### config.mk
export PLATFORM = sky130hd
export DESIGN_NAME = tlb_cfg_axil_queue
export DESIGN_NICKNAME = d
export VERILOG_FILES = /design/src/rtl/tlb_cfg_axil_queue.sv
export SDC_FILE = /design/constraint.sdc
export NUM_CORES = 1
export LEC_CHECK = 0
export BUFFER_PORTS_ARGS = -buffer_cell sky130_fd_sc_hd__clkbuf_2
export CORE_MARGIN = 1.5
export CORE_UTILIZATION = 35
export CTS_BUF_LIST = sky130_fd_sc_hd__clkbuf_16
export CTS_CLUSTER_DIAMETER = 150
export DETAILED_ROUTE_END_ITERATION = 8
export MAX_ROUTING_LAYER = met4
export PLACE_DENSITY = 0.54
export SETUP_SLACK_MARGIN = 0.5
export SYNTH_ARGS = -nofsm -noshare
export SYNTH_HDL_FRONTEND = slang
export SYNTH_SLANG_ARGS = --single-unit
### constraint.sdc
create_clock -name aclk -period 6.56 [get_ports aclk]
set_input_delay 1.64 -clock aclk [delete_from_list [all_inputs] [get_ports aclk]]
set_output_delay 1.64 -clock aclk [all_outputs]
set_load 0.005 [all_outputs]
### src/rtl/tlb_cfg_axil_queue.sv
// AXI4-Lite staging registers for TLB/config entries, committed into a FIFO that is drained
// over an AXI4-Stream master (one beat per entry).
module tlb_cfg_axil_queue #(
  parameter int unsigned N_WORDS        = 2,
  parameter int unsigned FIFO_DEPTH     = 4,
  parameter bit          AUTO_DEFAULT   = 1'b1,
  parameter int unsigned AXIL_DATA_BITS = 64,
  parameter int unsigned AXIL_ADDR_BITS = 16
) (
  input  logic                               aclk,
  input  logic                               aresetn,
  input  logic [AXIL_ADDR_BITS-1:0]          s_axi_ctrl_awaddr_i,
  input  logic                               s_axi_ctrl_awvalid_i,
  output logic                               s_axi_ctrl_awready_o,
  input  logic [AXIL_DATA_BITS-1:0]          s_axi_ctrl_wdata_i,
  input  logic [AXIL_DATA_BITS/8-1:0]        s_axi_ctrl_wstrb_i,
  input  logic                               s_axi_ctrl_wvalid_i,
  output logic                               s_axi_ctrl_wready_o,
  output logic [1:0]                         s_axi_ctrl_bresp_o,
  output logic                               s_axi_ctrl_bvalid_o,
  input  logic                               s_axi_ctrl_bready_i,
  input  logic [AXIL_ADDR_BITS-1:0]          s_axi_ctrl_araddr_i,
  input  logic                               s_axi_ctrl_arvalid_i,
  output logic                               s_axi_ctrl_arready_o,
  output logic [AXIL_DATA_BITS-1:0]          s_axi_ctrl_rdata_o,
  output logic [1:0]                         s_axi_ctrl_rresp_o,
  output logic                               s_axi_ctrl_rvalid_o,
  input  logic                               s_axi_ctrl_rready_i,
  output logic [N_WORDS*AXIL_DATA_BITS-1:0]  m_axis_tdata_o,
  output logic                               m_axis_tvalid_o,
  input  logic                               m_axis_tready_i,
  output logic                               m_axis_tlast_o
);

  localparam int unsigned EB      = N_WORDS * AXIL_DATA_BITS;
  localparam int unsigned NBytes  = AXIL_DATA_BITS / 8;
  localparam int unsigned AddrLsb = $clog2(NBytes);
  localparam int unsigned IdxW    = AXIL_ADDR_BITS - AddrLsb;
  localparam int unsigned PtrW    = $clog2(FIFO_DEPTH) + 1;
  localparam logic [1:0]  RespOk  = 2'b00;
  localparam logic [1:0]  RespErr = 2'b10;

  logic [N_WORDS-1:0][AXIL_DATA_BITS-1:0] words_q, words_d;
  logic                      auto_q, auto_d;
  logic                      awready_q, bvalid_q, arready_q, rvalid_q;
  logic [1:0]                bresp_q, bresp_d, rresp_q, rresp_d;
  logic [AXIL_DATA_BITS-1:0] rdata_q, rdata_d;
  logic [EB-1:0]             mem_q [FIFO_DEPTH];
  logic [PtrW-1:0]           wr_ptr_q, rd_ptr_q, fill;
  logic [15:0]               drop_cnt_q, drop_cnt_d;
  logic                      ovf_q, ovf_d;
  logic                      wr_hs, ar_hs, commit, clr_ovf, empty, full, pop, push, drop;
  logic [IdxW-1:0]           aw_idx, ar_idx;
  logic                      unused_addr;

  assign aw_idx      = s_axi_ctrl_awaddr_i[AXIL_ADDR_BITS-1:AddrLsb];
  assign ar_idx      = s_axi_ctrl_araddr_i[AXIL_ADDR_BITS-1:AddrLsb];
  assign unused_addr = ^{s_axi_ctrl_awaddr_i[AddrLsb-1:0], s_axi_ctrl_araddr_i[AddrLsb-1:0]};

  assign wr_hs = awready_q & s_axi_ctrl_awvalid_i & s_axi_ctrl_wvalid_i;
  assign ar_hs = arready_q & s_axi_ctrl_arvalid_i;

  assign fill  = wr_ptr_q - rd_ptr_q;
  assign empty = (fill == '0);
  assign full  = (fill == PtrW'(FIFO_DEPTH));
  assign pop   = ~empty & m_axis_tready_i;
  // A full FIFO still accepts the push when the head leaves in the same cycle.
  assign push  = commit & (~full | pop);
  assign drop  = commit & ~push;

  // Register writes; the commit snapshot is taken from words_d so same-cycle bytes are included.
  always_comb begin
    words_d = words_q;
    auto_d  = auto_q;
    commit  = 1'b0;
    clr_ovf = 1'b0;
    bresp_d = RespOk;
    if (wr_hs) begin
      for (int unsigned i = 0; i < N_WORDS; i++) begin
        if (aw_idx == IdxW'(i)) begin
          for (int unsigned b = 0; b < NBytes; b++) begin
            if (s_axi_ctrl_wstrb_i[b]) words_d[i][b*8 +: 8] = s_axi_ctrl_wdata_i[b*8 +: 8];
          end
        end
      end
      if (auto_q && aw_idx == IdxW'(N_WORDS - 1) && |s_axi_ctrl_wstrb_i) commit = 1'b1;
      if (aw_idx == IdxW'(N_WORDS)) begin
        if (s_axi_ctrl_wstrb_i[0]) begin
          auto_d  = s_axi_ctrl_wdata_i[2];
          commit  = s_axi_ctrl_wdata_i[0];
          clr_ovf = s_axi_ctrl_wdata_i[1];
        end
      end else if (aw_idx > IdxW'(N_WORDS + 1)) begin
        bresp_d = RespErr;
      end
    end
  end

  always_comb begin
    drop_cnt_d = drop_cnt_q;
    ovf_d      = ovf_q;
    if (drop) begin
      drop_cnt_d = clr_ovf ? 16'd1 : ((drop_cnt_q == 16'hFFFF) ? drop_cnt_q : drop_cnt_q + 16'd1);
      ovf_d      = 1'b1;
    end else if (clr_ovf) begin
      drop_cnt_d = '0;
      ovf_d      = 1'b0;
    end
  end

  always_comb begin
    rdata_d = '0;
    rresp_d = RespOk;
    for (int unsigned i = 0; i < N_WORDS; i++) begin
      if (ar_idx == IdxW'(i)) rdata_d = words_q[i];
    end
    if (ar_idx == IdxW'(N_WORDS)) begin
      rdata_d[2] = auto_q;
    end else if (ar_idx == IdxW'(N_WORDS + 1)) begin
      rdata_d[15:0]    = drop_cnt_q;
      rdata_d[16]      = ovf_q;
      rdata_d[17]      = empty;
      rdata_d[18]      = full;
      rdata_d[32 +: 8] = 8'(fill);
    end else if (ar_idx > IdxW'(N_WORDS + 1)) begin
      rresp_d = RespErr;
    end
  end

  always_ff @(posedge aclk or negedge aresetn) begin
    if (!aresetn) begin
      words_q    <= '0;
      auto_q     <= AUTO_DEFAULT;
      awready_q  <= 1'b0;
      bvalid_q   <= 1'b0;
      bresp_q    <= RespOk;
      arready_q  <= 1'b0;
      rvalid_q   <= 1'b0;
      rresp_q    <= RespOk;
      rdata_q    <= '0;
      wr_ptr_q   <= '0;
      rd_ptr_q   <= '0;
      drop_cnt_q <= '0;
      ovf_q      <= 1'b0;
    end else begin
      words_q    <= words_d;
      auto_q     <= auto_d;
      drop_cnt_q <= drop_cnt_d;
      ovf_q      <= ovf_d;
      awready_q  <= s_axi_ctrl_awvalid_i & s_axi_ctrl_wvalid_i & ~bvalid_q & ~awready_q;
      if (wr_hs) begin
        bvalid_q <= 1'b1;
        bresp_q  <= bresp_d;
      end else if (s_axi_ctrl_bready_i) begin
        bvalid_q <= 1'b0;
      end
      arready_q <= s_axi_ctrl_arvalid_i & ~rvalid_q & ~arready_q;
      if (ar_hs) begin
        rvalid_q <= 1'b1;
        rdata_q  <= rdata_d;
        rresp_q  <= rresp_d;
      end else if (s_axi_ctrl_rready_i) begin
        rvalid_q <= 1'b0;
      end
      if (push) wr_ptr_q <= wr_ptr_q + 1'b1;
      if (pop)  rd_ptr_q <= rd_ptr_q + 1'b1;
    end
  end

  always_ff @(posedge aclk) begin
    if (push) mem_q[wr_ptr_q[PtrW-2:0]] <= words_d;
  end

  assign s_axi_ctrl_awready_o = awready_q;
  assign s_axi_ctrl_wready_o  = awready_q;
  assign s_axi_ctrl_bvalid_o  = bvalid_q;
  assign s_axi_ctrl_bresp_o   = bresp_q;
  assign s_axi_ctrl_arready_o = arready_q;
  assign s_axi_ctrl_rvalid_o  = rvalid_q;
  assign s_axi_ctrl_rdata_o   = rdata_q;
  assign s_axi_ctrl_rresp_o   = rresp_q;
  assign m_axis_tdata_o       = mem_q[rd_ptr_q[PtrW-2:0]];
  assign m_axis_tvalid_o      = ~empty;
  assign m_axis_tlast_o       = 1'b1;

endmodule

==> results.sh <==
export IMPL_crit_path_max_fanout=35
export IMPL_grt_max_degree=131
export IMPL_finalHoldViolCount=0
export IMPL_cts_sinks=734
export IMPL_netlist_top_cell_by_area="edfxtp_1"
export IMPL_crit_path_start_kind="flop"
export IMPL_dr_pass1_iters=5
export IMPL_core_um2=78740
export IMPL_synth_cell_type_count=46
export IMPL_total_power_w=0.01074
export IMPL_cp_data_arrival_time_ns=2.77
export IMPL_drt_total_wl_um=71650
export IMPL_postSynth_asyncResetShare_pct=30.25
export IMPL_status="finished clean"
export IMPL_ios=315
export IMPL_achievable_frequency_mhz=226.6
export IMPL_maxCapViolCount=0
export IMPL_hpwl_um=42330
export IMPL_yosys_top_cells_count="edfxtp_1 (512), dfrtp_1 (221), mux2_2 (130)"
export IMPL_initial_cell_density_of_the_core_pct=35.29
export IMPL_cts_root_buffer_cell="clkbuf_16"
export IMPL_critPathRequiredTime_ns=4.92
export IMPL_critical_path_capture_point_type="primary output"
export IMPL_timing_slew_headroom_pct=22.14
export IMPL_avgRoutedWirePerCell_um=24.60
export IMPL_count_of_flip_flops_with_a_built_in_enable_after_synthesis=512
export IMPL_synth_seq_area_share_pct=75.33
export IMPL_post_cts_resize_count=0
export IMPL_grt_antenna_before_repair=7
export IMPL_gr_total_overflow=0
export IMPL_syn_area_um2=27790
export IMPL_first_global_vias=15900
export IMPL_cts_htree_levels=3
export IMPL_numCtsBuffers=81
export IMPL_tightest_slew_ns=1.165
export IMPL_syn_avg_cell_area_um2=19.26
export IMPL_synthMostInstantiatedCell="edfxtp_1"
export IMPL_synthDominantCellAreaShare_pct=55.33
export IMPL_worst_clock_skew_ns=0.02188
export IMPL_io_buffers=305
export IMPL_synth_ff_type="edfxtp_1"
export IMPL_power_density_nw_per_um2=321.6
export IMPL_worst_slack_ns=2.146
export IMPL_grt_pass1_wl_um=105900
export IMPL_row_count=103
export IMPL_clk_pin_slew_ns=0.06
export IMPL_final_layout_size_suffix_gt1_share_pct=38.36
export IMPL_criticalPathCategory="reg2out"
export IMPL_ir_drop_mv=0.2782
export IMPL_cts_tree="done"
export IMPL_netlist_top_cells_area="edfxtp_1 (55%), dfrtp_1 (20%), mux4_2 (10%), mux2_2 (5.3%), a221oi_1 (1.4%)"
export IMPL_gpl_final_weighted_congestion=0.7943
export IMPL_layout_worst_path_cycle_share_pct=67.28
export IMPL_final_nets=1907
export IMPL_final_max_slew_violation_count=0
export IMPL_die_width_um=284.8
export IMPL_floorplan_die_height_um=284.8
export IMPL_vias=15058
export IMPL_timing_setup_tns_ns=0
export IMPL_grt_setup_unrepaired="no"
export IMPL_cellLeakagePower_nw=14.20
export IMPL_remaining_number_of_nets_flagged_by_the_antenna_check_after_routing=0
export IMPL_postSynthRegisterBits=734
export IMPL_dr_first_iter_drc_count=1034
export IMPL_die_area_um2=81090
export IMPL_cts_hold_buffers_added=0
export IMPL_finalSetupViolCount=0
export IMPL_detailedPlace_worstSlack_ns=1.765
export IMPL_routed_via_density=5.169
export IMPL_area_overhead_of_the_layout_relative_to_synthesis_pct=20.23
export IMPL_hold_path_class="reg2reg"
export IMPL_cts_post_setup_buffers_inserted=0
export IMPL_clk_path_buf_depth=3
export IMPL_yosysWarnings=0
export IMPL_drc=0
export IMPL_final_min_clock_period_ns=4.414
export IMPL_grt_total_usage_pct=18.26
export IMPL_insertion_delay_ns=0.63
export IMPL_syn_instance_count=1443
-- worst max-delay path, stage by stage, from the launching register on --
cell and delay [ns]:
dfrtp_4 0.64, buf_4 0.70, mux4_2 0.63, clkbuf_2 0.14
-- cell usage in the layout, fill, tap and decap left out, types with 12 or more instances in the layout --
cell | netlist | final
nor2_1 | 76 | 76
clkinv_1 | 0 | 14
dfrtp_1 | 221 | 219
buf_4 | 4 | 12
mux2_2 | 130 | 130
a221oi_1 | 45 | 45
clkbuf_2 | 0 | 304
nand2_1 | 60 | 59
nor3_1 | 41 | 39
edfxtp_1 | 512 | 512
a22oi_1 | 13 | 13
o21ai_0 | 24 | 24
inv_1 | 6 | 33
mux4_2 | 129 | 129
clkbuf_16 | 0 | 82
buf_12 | 0 | 12
-- cell families after synthesis --
kind of cell	count (synthesis)	share of synthesized area [%]
other	2	0.02703
AND/OR/NAND/NOR	248	4.260
flip-flops	734	75.33
AO/OA/AOI/OAI	109	2.886
adder cells (fa/ha/maj)	8	0.3872
buffers and inverters	75	1.072
XOR/XNOR	5	0.2071
multiplexers	262	15.83
-- per-layer routing --
| metal | GRT usage [%] | part of all wire (%) | vias to the layer above |
|---|---|---|---|
| li1 | - | - | 6498 |
| met1 | 23.38 | 43 | 8076 |
| met2 | 28.80 | 49 | 389 |
| met3 | 4.448 | 6.5 | 95 |
| met4 | 5.519 | 2.0 | 0 |
| met5 | - | 0 | - |
-- metrics by stage --
step / hold WS, ns / cell area (um^2) / util (%) / cells
floorplan: 0.4471 / 27800 / - / 1444
global placement: 0.4486 / 30740 / 39.04 / 2754
detailed placement: 0.4583 / 30740 / 39.04 / 2754
CTS: 0.4657 / 33390 / 42.41 / 2906
global route: 0.4875 / 33410 / 42.43 / 2913
finish: 0.4658 / 33410 / 42.43 / 2913
-- report_power, final --
part           switching [W]  internal, W  leakage (nW)
registers          0.0000884      0.00501          8.92
logic               0.000682     0.000490          3.88
clock network        0.00186      0.00261          1.39
-- final timing paths --
kind	startpoint	end	slack, ns	cells after the start
setup / recovery	rd_ptr_q[0]	m_axis_tdata_o[117]	2.15	3
hold / removal	s_axi_ctrl_bvalid_o	s_axi_ctrl_awready_o	0.47	1
setup reg to reg	rd_ptr_q[0]	mem_q[0][94]	2.59	7
hold reg to reg	s_axi_ctrl_bvalid_o	s_axi_ctrl_awready_o	0.47	1
max in group asynchronous	aresetn	rd_ptr_q[0]	4.28	2
min in group asynchronous	aresetn	s_axi_ctrl_rdata_o[62]	1.06	1
-- layout make-up --
cell class                 count  area [um^2]
clock buffer                  82         2052
antenna                        7        17.52
fill                        7012        45330
multi-input combinational    635         6603
tap                         1050         1314
clock inverter                70        594.3
timing repair buffer         329         1867
sequential                   734        20940
inverter                       6        22.52
-- state kept, by name, indices dropped and copies added (netlist names) --
| name | flops |
|---|---|
| s_axi_ctrl_bresp_o | 1 |
| s_axi_ctrl_rdata_o | 64 |
| s_axi_ctrl_bvalid_o | 1 |
| mem_q | 512 |
| s_axi_ctrl_rvalid_o | 1 |
| drop_cnt_q | 16 |
| s_axi_ctrl_rresp_o | 1 |
| ovf_q | 1 |
| wr_ptr_q | 3 |
| rd_ptr_q | 3 |
| s_axi_ctrl_arready_o | 1 |
| s_axi_ctrl_awready_o | 1 |
| auto_q | 1 |
| words_q | 128 |
(Power assumes the default switching activity.)
